--- src/rtl/hazard_pkg.sv ---
// Shared types and constants for the pipeline hazard controller and its helpers.
package hazard_pkg;

  typedef enum logic [1:0] {
    RUN   = 2'd0,
    FLUSH = 2'd1,
    HALT  = 2'd2
  } hz_state_e;

  localparam logic [15:0] NOP_INSTR = 16'h0800;
  localparam int          REG_W_DEF = 3;

endpackage

--- src/rtl/hazard_load_use_det.sv ---
// Combinational load-use compare: the instruction in ID reads the register a load in EX is writing.
module hazard_load_use_det
  import hazard_pkg::*;
#(
  parameter int REG_W = REG_W_DEF
) (
  input  logic [REG_W-1:0] id_rs,
  input  logic [REG_W-1:0] id_rt,
  input  logic             id_uses_rs,
  input  logic             id_uses_rt,
  input  logic             id_ex_mem_read,
  input  logic [REG_W-1:0] id_ex_rd,
  output logic             load_use
);

  assign load_use = id_ex_mem_read &
                    ((id_uses_rs & (id_rs == id_ex_rd)) |
                     (id_uses_rt & (id_rt == id_ex_rd)));

endmodule

--- src/rtl/pipe_hazard_ctrl.sv ---
// Stall/flush sequencer for the 5-stage pipeline: Mealy control outputs, flush window, sticky halt.
// Optional perf counters are built only when HAZARD_PERF_CNT_EN is defined.
module pipe_hazard_ctrl
  import hazard_pkg::*;
#(
  parameter int REG_W       = REG_W_DEF,
  parameter int FLUSH_DEPTH = 2,
  parameter int CNT_W       = 16
) (
  input  logic             clk,
  input  logic             rst,
  input  logic [REG_W-1:0] id_rs,
  input  logic [REG_W-1:0] id_rt,
  input  logic             id_uses_rs,
  input  logic             id_uses_rt,
  input  logic             id_ex_mem_read,
  input  logic [REG_W-1:0] id_ex_rd,
  input  logic             ex_redirect,
  input  logic             imem_stall,
  input  logic             dmem_stall,
  input  logic             id_halt,
  output logic             pc_we,
  output logic             if_id_hold,
  output logic             if_id_nop,
  output logic             id_ex_bubble,
  output logic             freeze,
  output logic             halted,
  output logic [CNT_W-1:0] stall_cycles,
  output logic [CNT_W-1:0] flush_cycles
);

  localparam int                FCNT_W      = $clog2(FLUSH_DEPTH) + 1;
  localparam logic [FCNT_W-1:0] FCNT_ONE    = FCNT_W'(1);
  localparam logic [FCNT_W-1:0] FCNT_LOAD   = FCNT_W'(FLUSH_DEPTH - 1);
  localparam hz_state_e         REDIR_STATE = (FLUSH_DEPTH > 1) ? FLUSH : RUN;

  hz_state_e         state_r, state_nxt_s;
  logic [FCNT_W-1:0] fcnt_r, fcnt_nxt_s;
  logic              load_use_s;

  hazard_load_use_det #(.REG_W(REG_W)) u_load_use_det (
    .id_rs          (id_rs),
    .id_rt          (id_rt),
    .id_uses_rs     (id_uses_rs),
    .id_uses_rt     (id_uses_rt),
    .id_ex_mem_read (id_ex_mem_read),
    .id_ex_rd       (id_ex_rd),
    .load_use       (load_use_s)
  );

  // Output decode and next-state selection in priority order
  always_comb begin
    pc_we        = 1'b0;
    if_id_hold   = 1'b0;
    if_id_nop    = 1'b0;
    id_ex_bubble = 1'b0;
    freeze       = 1'b0;
    halted       = 1'b0;
    state_nxt_s  = state_r;
    fcnt_nxt_s   = fcnt_r;
    if (rst) begin
      if_id_nop    = 1'b1;
      id_ex_bubble = 1'b1;
    end else begin
      case (state_r)
        HALT: begin
          halted       = 1'b1;
          if_id_hold   = 1'b1;
          id_ex_bubble = 1'b1;
        end
        FLUSH: begin
          if (dmem_stall) begin
            freeze = 1'b1;
          end else if (ex_redirect) begin
            pc_we        = 1'b1;
            if_id_nop    = 1'b1;
            id_ex_bubble = 1'b1;
            fcnt_nxt_s   = FCNT_LOAD;
          end else begin
            // ID holds a NOP here, so load-use and HALT cannot be genuine
            pc_we       = ~imem_stall;
            if_id_nop   = 1'b1;
            fcnt_nxt_s  = fcnt_r - FCNT_ONE;
            state_nxt_s = (fcnt_r == FCNT_ONE) ? RUN : FLUSH;
          end
        end
        RUN: begin
          if (dmem_stall) begin
            freeze = 1'b1;
          end else if (ex_redirect) begin
            pc_we        = 1'b1;
            if_id_nop    = 1'b1;
            id_ex_bubble = 1'b1;
            fcnt_nxt_s   = FCNT_LOAD;
            state_nxt_s  = REDIR_STATE;
          end else if (load_use_s) begin
            if_id_hold   = 1'b1;
            id_ex_bubble = 1'b1;
          end else if (imem_stall) begin
            if_id_nop = 1'b1;
          end else if (id_halt) begin
            if_id_hold  = 1'b1;
            state_nxt_s = HALT;
          end else begin
            pc_we = 1'b1;
          end
        end
        default: begin
          state_nxt_s = RUN;
          fcnt_nxt_s  = {FCNT_W{1'b0}};
        end
      endcase
    end
  end

  // State and flush counter registers
  always_ff @(posedge clk) begin
    if (rst) begin
      state_r <= RUN;
      fcnt_r  <= {FCNT_W{1'b0}};
    end else begin
      state_r <= state_nxt_s;
      fcnt_r  <= fcnt_nxt_s;
    end
  end

`ifdef HAZARD_PERF_CNT_EN
  logic             stall_evt_s;
  logic [CNT_W-1:0] stall_cnt_r, flush_cnt_r;

  // Only stalls that actually take effect in RUN are counted
  assign stall_evt_s = ~rst & (state_r == RUN) & ~dmem_stall & ~ex_redirect &
                       (load_use_s | imem_stall);

  // Saturating perf counters; frozen cycles never raise either event
  always_ff @(posedge clk) begin
    if (rst) begin
      stall_cnt_r <= {CNT_W{1'b0}};
      flush_cnt_r <= {CNT_W{1'b0}};
    end else begin
      if (stall_evt_s && (stall_cnt_r != {CNT_W{1'b1}})) begin
        stall_cnt_r <= stall_cnt_r + {{(CNT_W-1){1'b0}}, 1'b1};
      end else begin
        stall_cnt_r <= stall_cnt_r;
      end
      if (if_id_nop && (flush_cnt_r != {CNT_W{1'b1}})) begin
        flush_cnt_r <= flush_cnt_r + {{(CNT_W-1){1'b0}}, 1'b1};
      end else begin
        flush_cnt_r <= flush_cnt_r;
      end
    end
  end

  assign stall_cycles = stall_cnt_r;
  assign flush_cycles = flush_cnt_r;
`else
  assign stall_cycles = {CNT_W{1'b0}};
  assign flush_cycles = {CNT_W{1'b0}};
`endif

endmodule
--- config.mk ---
export PLATFORM = sky130hd
export DESIGN_NAME = pipe_hazard_ctrl
export DESIGN_NICKNAME = d
export VERILOG_FILES = /design/src/rtl/hazard_pkg.sv /design/src/rtl/hazard_load_use_det.sv /design/src/rtl/pipe_hazard_ctrl.sv
export SDC_FILE = /design/constraint.sdc
export NUM_CORES = 1
export LEC_CHECK = 0
export ABC_CLOCK_PERIOD_IN_PS = 3750
export CORE_UTILIZATION = 34
export CTS_BUF_LIST = sky130_fd_sc_hd__clkbuf_8
export DETAILED_ROUTE_END_ITERATION = 12
export PLACE_DENSITY = 0.9
export SLEW_MARGIN = 30
export SYNTH_ARGS = -nofsm -noshare
export SYNTH_HDL_FRONTEND = slang
export SYNTH_SLANG_ARGS = --single-unit
--- constraint.sdc ---
create_clock -name clk -period 3.75 [get_ports clk]
set_clock_uncertainty 0.05 [all_clocks]
set_input_delay 1.125 -clock clk [delete_from_list [all_inputs] [get_ports clk]]
set_output_delay 1.125 -clock clk [all_outputs]
set_load 0.005 [all_outputs]
== Word level (Yosys, flattened, before mapping) ==
Cells that the tools add are included.

* Add/sub/neg operators: 1
* Equal/unequal tests: 12
* Multiplexer cells: 49
* Bitwise gates (word level): 6
* Reductions and logical operators: 4

{| class="wikitable"
|+ Operators by type and width
! kind !! count
|-
| two-way mux 1 bit || 32
|-
| two-way mux 2 bit || 11
|-
| case mux 2 bit (3 select lines) || 2
|-
| != test 3 bit (second input constant) || 3
|-
| != test 2 bit (second input constant) || 4
|-
| AND reduction 7 bit || 1
|-
| equality test 3 bit || 2
|-
| case mux 1 bit (2 select lines) || 3
|-
| equality test 2 x 1 -> 1 bit (second input constant) || 2
|-
| AND reduction 4 bit || 1
|-
| bitwise AND 1 bit || 3
|-
| case mux 1 bit (3 select lines) || 1
|-
| equality test 2 bit (second input constant) || 1
|-
| logical NOT 2 bit || 1
|-
| inverter 1 bit || 2
|-
| OR reduction 2 bit || 1
|-
| subtractor 2 x 1 -> 2 bit (second input constant) || 1
|-
| OR 1 bit || 1
|}

* Register bits after elaboration: 4
* Bits of input ports: 18
* Output and inout port bits: 38
* Logic and storage cells: 74

== Logic depth before layout (Yosys ltp) ==
* Depth after elaboration: 9
* Depth in mapped cells: 5
* Depth with buffers taken out: 5

== Cells and area by module ==
Synthesis repeated with hierarchy kept, for this count alone.

* Cell total of the unflattened synthesis: 87
* Area total of the unflattened synthesis: 641.9 um2

{| class="wikitable"
|+ By module, submodules not included
! module !! times used !! cells each !! area an instance (um2) !! sequential area each (um2)
|-
| pipe_hazard_ctrl || 1 || 78 || 569.3 || 80.1
|-
| hazard_load_use_det || 1 || 9 || 72.6 || 0.0
|}

== Least setup slack after synthesis ==
OpenSTA, ideal clock, no wires.

* Path kind: in2out
* From: in id_ex_rd[1]
* To: out if_id_hold
* Arrival: 1.770 ns
* Data required time: 2.575 ns
* Slack: 0.805 ns
* Cell stages on the path: 4
* Path buffers: 0
* Cell sequence: xnor2_1 nand4_1 a21boi_2 o311a_1

* Longest elaborated chain between the ends: 9
* Elaborated cells between the ends (all ways): 11
* Those cells by class: 2 x eq/ne; 5 x mux; 4 x bitwise

{| class="wikitable"
|+ Ends and longest elaborated chain
! what !! line !! text
|-
| from (decl) || pipe_hazard_ctrl.sv:17 || <nowiki>input logic [REG_W-1:0] id_ex_rd,</nowiki>
|-
| equality test 3 bit (on tied branches) || hazard_load_use_det.sv:17, hazard_load_use_det.sv:18 ||
|-
| bitwise AND 1 bit (on tied branches) || hazard_load_use_det.sv:17, hazard_load_use_det.sv:18 ||
|-
| OR 1 bit * || hazard_load_use_det.sv:17 || <nowiki>((id_uses_rs & (id_rs == id_ex_rd)) |</nowiki>
|-
| bitwise AND 1 bit * || hazard_load_use_det.sv:16 || <nowiki>assign load_use = id_ex_mem_read &</nowiki>
|-
| two-way mux 1 bit * || pipe_hazard_ctrl.sv:96 || <nowiki>end else if (load_use_s) begin</nowiki>
|-
| two-way mux 1 bit * || pipe_hazard_ctrl.sv:90 || <nowiki>end else if (ex_redirect) begin</nowiki>
|-
| two-way mux 1 bit * || pipe_hazard_ctrl.sv:88 || <nowiki>if (dmem_stall) begin</nowiki>
|-
| case mux 1 bit (2 select lines) * || pipe_hazard_ctrl.sv:65 || <nowiki>case (state_r)</nowiki>
|-
| two-way mux 1 bit * || pipe_hazard_ctrl.sv:61 || <nowiki>if (rst) begin</nowiki>
|-
| to (decl) || pipe_hazard_ctrl.sv:23 || <nowiki>output logic if_id_hold,</nowiki>
|}

Every way passes the cells marked *; elsewhere a longest branch is shown, timed or not.

== Worst setup path in the final report ==
* From: in dmem_stall
* To: out freeze

* Longest elaborated chain between the ends: 3

{| class="wikitable"
|+ Ends and longest elaborated chain
! what !! line !! text
|-
| from (decl) || pipe_hazard_ctrl.sv:20 || <nowiki>input logic dmem_stall,</nowiki>
|-
| two-way mux 1 bit || pipe_hazard_ctrl.sv:72, pipe_hazard_ctrl.sv:88 ||
|-
| two-way mux 1 bit || - ||
|-
| two-way mux 1 bit || pipe_hazard_ctrl.sv:61 ||
|-
| to (decl) || pipe_hazard_ctrl.sv:26 || <nowiki>output logic freeze,</nowiki>
|}

Every way passes these cells.

==> metrics.log <==
[metrics] result of the run: completed
[metrics] Pleak: ~0.42 nW
[metrics] average instance area after synthesis: a little over 7 µm²
[metrics] DR vias: 625
[metrics] clk_lat worst skew: 0.22 ns
[metrics] sequential area share after synthesis: 12.8%
[metrics] WL/cell: 9.30 µm
[metrics] final setup vio count: 0
[metrics] pin count of the biggest net entering global routing: 11
[metrics] antenna diode instance count: 0
[metrics] number of buffers added on ports: 23
[metrics] H-tree level count: 1
[metrics] count of hold buffers inserted by post-cts repair: 0
[metrics] number of sinks on the clock net: 4
[metrics] count of pins on the block boundary: 56
[metrics] Vias per Instance: 4.28
[metrics] Power Total: 0.211 mW
[metrics] worst flop-to-flop path startpoint: state_r[1]$_SDFFE_PP0P_
[metrics] TritonCTS clock tree: built
[metrics] r2r worst-path depth: 4
[metrics] number of inserted filler cells in the final layout: around 190
[metrics] cell taking the most area after synthesis: buf_4
[metrics] Non-Filler Cell Area, Final: about 860 µm²
[metrics] first-pass GRT wire length: about 2200 µm
[metrics] cell area power density: 244 nW/µm²
[metrics] total routing resource utilization after global routing: 15.1%
[metrics] Crit Path Category: in2out
[metrics] Yosys warning count: 0
[metrics] Worst path depth: 5
[metrics] number of cells traversed by the worst hold path: 2
[metrics] reg2reg setup slack: 2.49 ns
[metrics] final hold vios: 0
[metrics] combined area of the multi-input logic cells: 403 µm²
[metrics] Final Net Count: 142
[metrics] Final period util: 97.9%
[metrics] HPWL after detailed placement: 1170 µm
[metrics] minimum clock period after layout: 3.67 ns
[metrics] maximum fanout encountered on the critical timing path: 4
[metrics] setup repair after global routing missed its margin: false
[metrics] standard-cell row count: 15
[metrics] combinational fraction of design power: 33.5%
[metrics] max-slew violation count: 0
[metrics] Distinct cells, synth: 24
[metrics] worst min-delay path endpoint: fcnt_r[1]$_SDFFE_PP0P_
[metrics] Post-Route Setup TNS: 0 ns
[metrics] cell mode on critical path: clkdlybuf4s50_1
[metrics] router iterations before antenna repair: 4
[metrics] cells traversed along the worst timing path: clkdlybuf4s50_1 -> buf_4 -> nand2b_1 -> nor2_1 -> clkdlybuf4s50_1
[metrics] DRT iter0 DRCs: 7
[metrics] Post-Route Utilization: 50.0%
[metrics] number of nets with antenna violations after detailed routing: 0
[metrics] initial antenna violation count: 0
[metrics] cell count after synthesis: 87
[metrics] maximum clock rate: between 200 and 300 MHz
[metrics] clk buf depth: 2
[metrics] area share of the largest cell type after synthesis: roughly two fifths
[metrics] cell area after synthesis: 627 µm²
[metrics] area of the die: about 2000 µm²
[metrics] Core Box Area: between 1500 and 2000 µm²
[metrics] critical-path cell with the highest stage delay: clkdlybuf4s50_1
[metrics] clk slew on worst S/H paths: ~0.030 ns
[metrics] required time of the worst setup path: 2.57 ns
[metrics] end of the worst register-to-register path: fcnt_r[1]$_SDFFE_PP0P_
[metrics] FF+latch area: 80.1 µm²
[metrics] top cells by area in the synthesized netlist: buf_4 (38%), dfxtp_1 (13%), xnor2_1 (8.4%)
[metrics] clock buffer count from CTS: 3
[metrics] global placer's final weighted congestion: between 0.8 and 0.9
[metrics] total overflow reported by the global router: 0
[metrics] clock network fraction of total power: 43.3%
[metrics] # placed instances: 141
[metrics] Post-Route WL: 1360 µm
[metrics] nature of the critical path endpoint: primary output
[metrics] via count of the first global-routing pass: 548
[metrics] library cell used as clock root buffer: clkbuf_8
[metrics] sequential share of power: 23.3%
[metrics] peak supply drop: 0.112 mV
[metrics] internal power consumption: 0.153 mW
[metrics] hold path startpoint: fcnt_r[1]$_SDFFE_PP0P_
[metrics] arrival time of the worst setup path: 2.49 ns
[metrics] Initial Utilization: 36.3%
[metrics] critical path's largest stage delay: 0.53 ns
[metrics] CP delay by family, top: buffers and inverters
[metrics] Critical Path Source Type: input pin
[metrics] vertical die dimension: between 40 and 50 µm
[metrics] switching power: 0.0580 mW
[metrics] fraction of final layout cells sized beyond drive strength 1: 14.9%
[metrics] layout overhead on the synthesized area: 37.7%
[metrics] overall die width: 44.9 µm
[metrics] worst hold path type: reg2reg
[metrics] net switching share of the total power: about 28%
[metrics] non-filler instance count after layout: 146
[metrics] post-place instance area: 823 µm²
[metrics] number of violations of the max-capacitance limit: 0
[metrics] total buffers and inverters traversed by the critical path: 3
[metrics] total of flip-flops plus latches after synthesis: 4
[metrics] DRC Markers: 0
-- cell families (layout without fill, tap and decap cells) --
logic type	after synthesis	after routing	synth area share, %
adder cells (fa/ha/maj)	1	1	2.00
other	1	32	0.598
AND/OR/NAND/NOR	21	21	16.2
flip-flops	4	4	12.8
buffers and inverters	37	40	41.5
XOR/XNOR	6	6	8.38
AO/OA/AOI/OAI	17	17	18.6
-- tightest hold or removal path, cell delays in order, from the launching register on --
cell	delay (ns)
dfxtp_1	0.29
inv_1	0.06
a221oi_1	0.07
-- routing by layer --
layer	up-vias	global-route usage, %	routed length [µm]
li1	295	-	-
met5	-	0	0
met3	4	2.80	135
met2	44	28.1	710
met4	0	9.09	42
met1	282	15.4	470
-- cell usage in the layout (no fill, tap or decap) --
cell type,synthesis,routed
a221oi_1,1,1
nand4_1,2,2
nand2_1,3,3
clkdlybuf4s15_1,0,2
nand3_1,1,1
conb_1,1,32
nand2b_1,2,2
dlygate4sd2_1,0,5
o21bai_1,3,3
and2_1,1,1
inv_1,3,3
a21oi_1,4,4
nor3_1,3,3
buf_4,32,11
ha_1,1,1
xnor2_1,6,6
nor2_1,7,7
a21boi_2,1,1
clkbuf_8,0,3
a21o_1,1,1
clkbuf_2,0,2
dfxtp_1,4,4
o311a_1,1,1
clkdlybuf4s50_1,0,14
nor2b_1,2,2
o21ai_0,5,5
a221o_2,1,1
-- repair_timing --
action / CTS / global route
pin swaps: 4 / 5
resized for setup: 11 / 4
setup endpoints to repair: 5 / 4
buffers inserted: 2 / 0
-- stage by stage --
stage,hold slack [ns],worst slack (ns)
CTS,0.426,0.00114
detailed placement,0.421,-0.289
floorplan,0.399,0.805
finish,0.422,0.0803
global route,0.462,0.0268
global placement,0.410,-0.227
-- power by group through the flow --
stage               Clock [mW]  Combinational (mW)  Sequential [mW]
CTS                     0.0934              0.0704           0.0490
global placement             0              0.0701           0.0493
finish                  0.0912              0.0705           0.0491
detailed placement           0              0.0725           0.0496
global route            0.0982              0.0796           0.0495
floorplan                    0              0.0569           0.0481
-- cells in the mapped netlist --
library cell,count
a21boi_2,1
a21o_1,1
a21oi_1,4
a221o_2,1
a221oi_1,1
and2_1,1
buf_2,1
buf_4,32
clkbuf_1,1
conb_1,1
dfxtp_1,4
ha_1,1
inv_1,3
nand2_1,3
nand2b_1,2
nand3_1,1
nand4_1,2
nor2_1,7
nor2b_1,2
nor3_1,3
o21ai_0,5
o21bai_1,3
o311a_1,1
xnor2_1,6
-- layout make-up --
type | instances | share of cell area, %
Clock buffer | 3 | 4.78
Inverter | 3 | 1.30
Tap cell | 25 | 3.62
Timing Repair Buffer | 34 | 34.3
Sequential cell | 4 | 9.28
Multi-Input combinational cell | 77 | 46.7
-- sequential cells by signal (all words and copies together), names as in the netlist --
register / cells
state_r: 2
fcnt_r: 2
-- worst max path at each step --
stage           startpoint    endpoint  slack, ns
3_5_place_dp   id_ex_rd[0]  if_id_hold      -0.29
4_1_cts           id_rt[2]  if_id_hold      0.001
2_1_floorplan  id_ex_rd[1]  if_id_hold       0.80
5_1_grt           id_rt[0]       pc_we       0.03
6_report        dmem_stall      freeze       0.08
3_3_place_gp   id_ex_rd[0]  if_id_hold      -0.23
(Power assumes the default switching activity.)
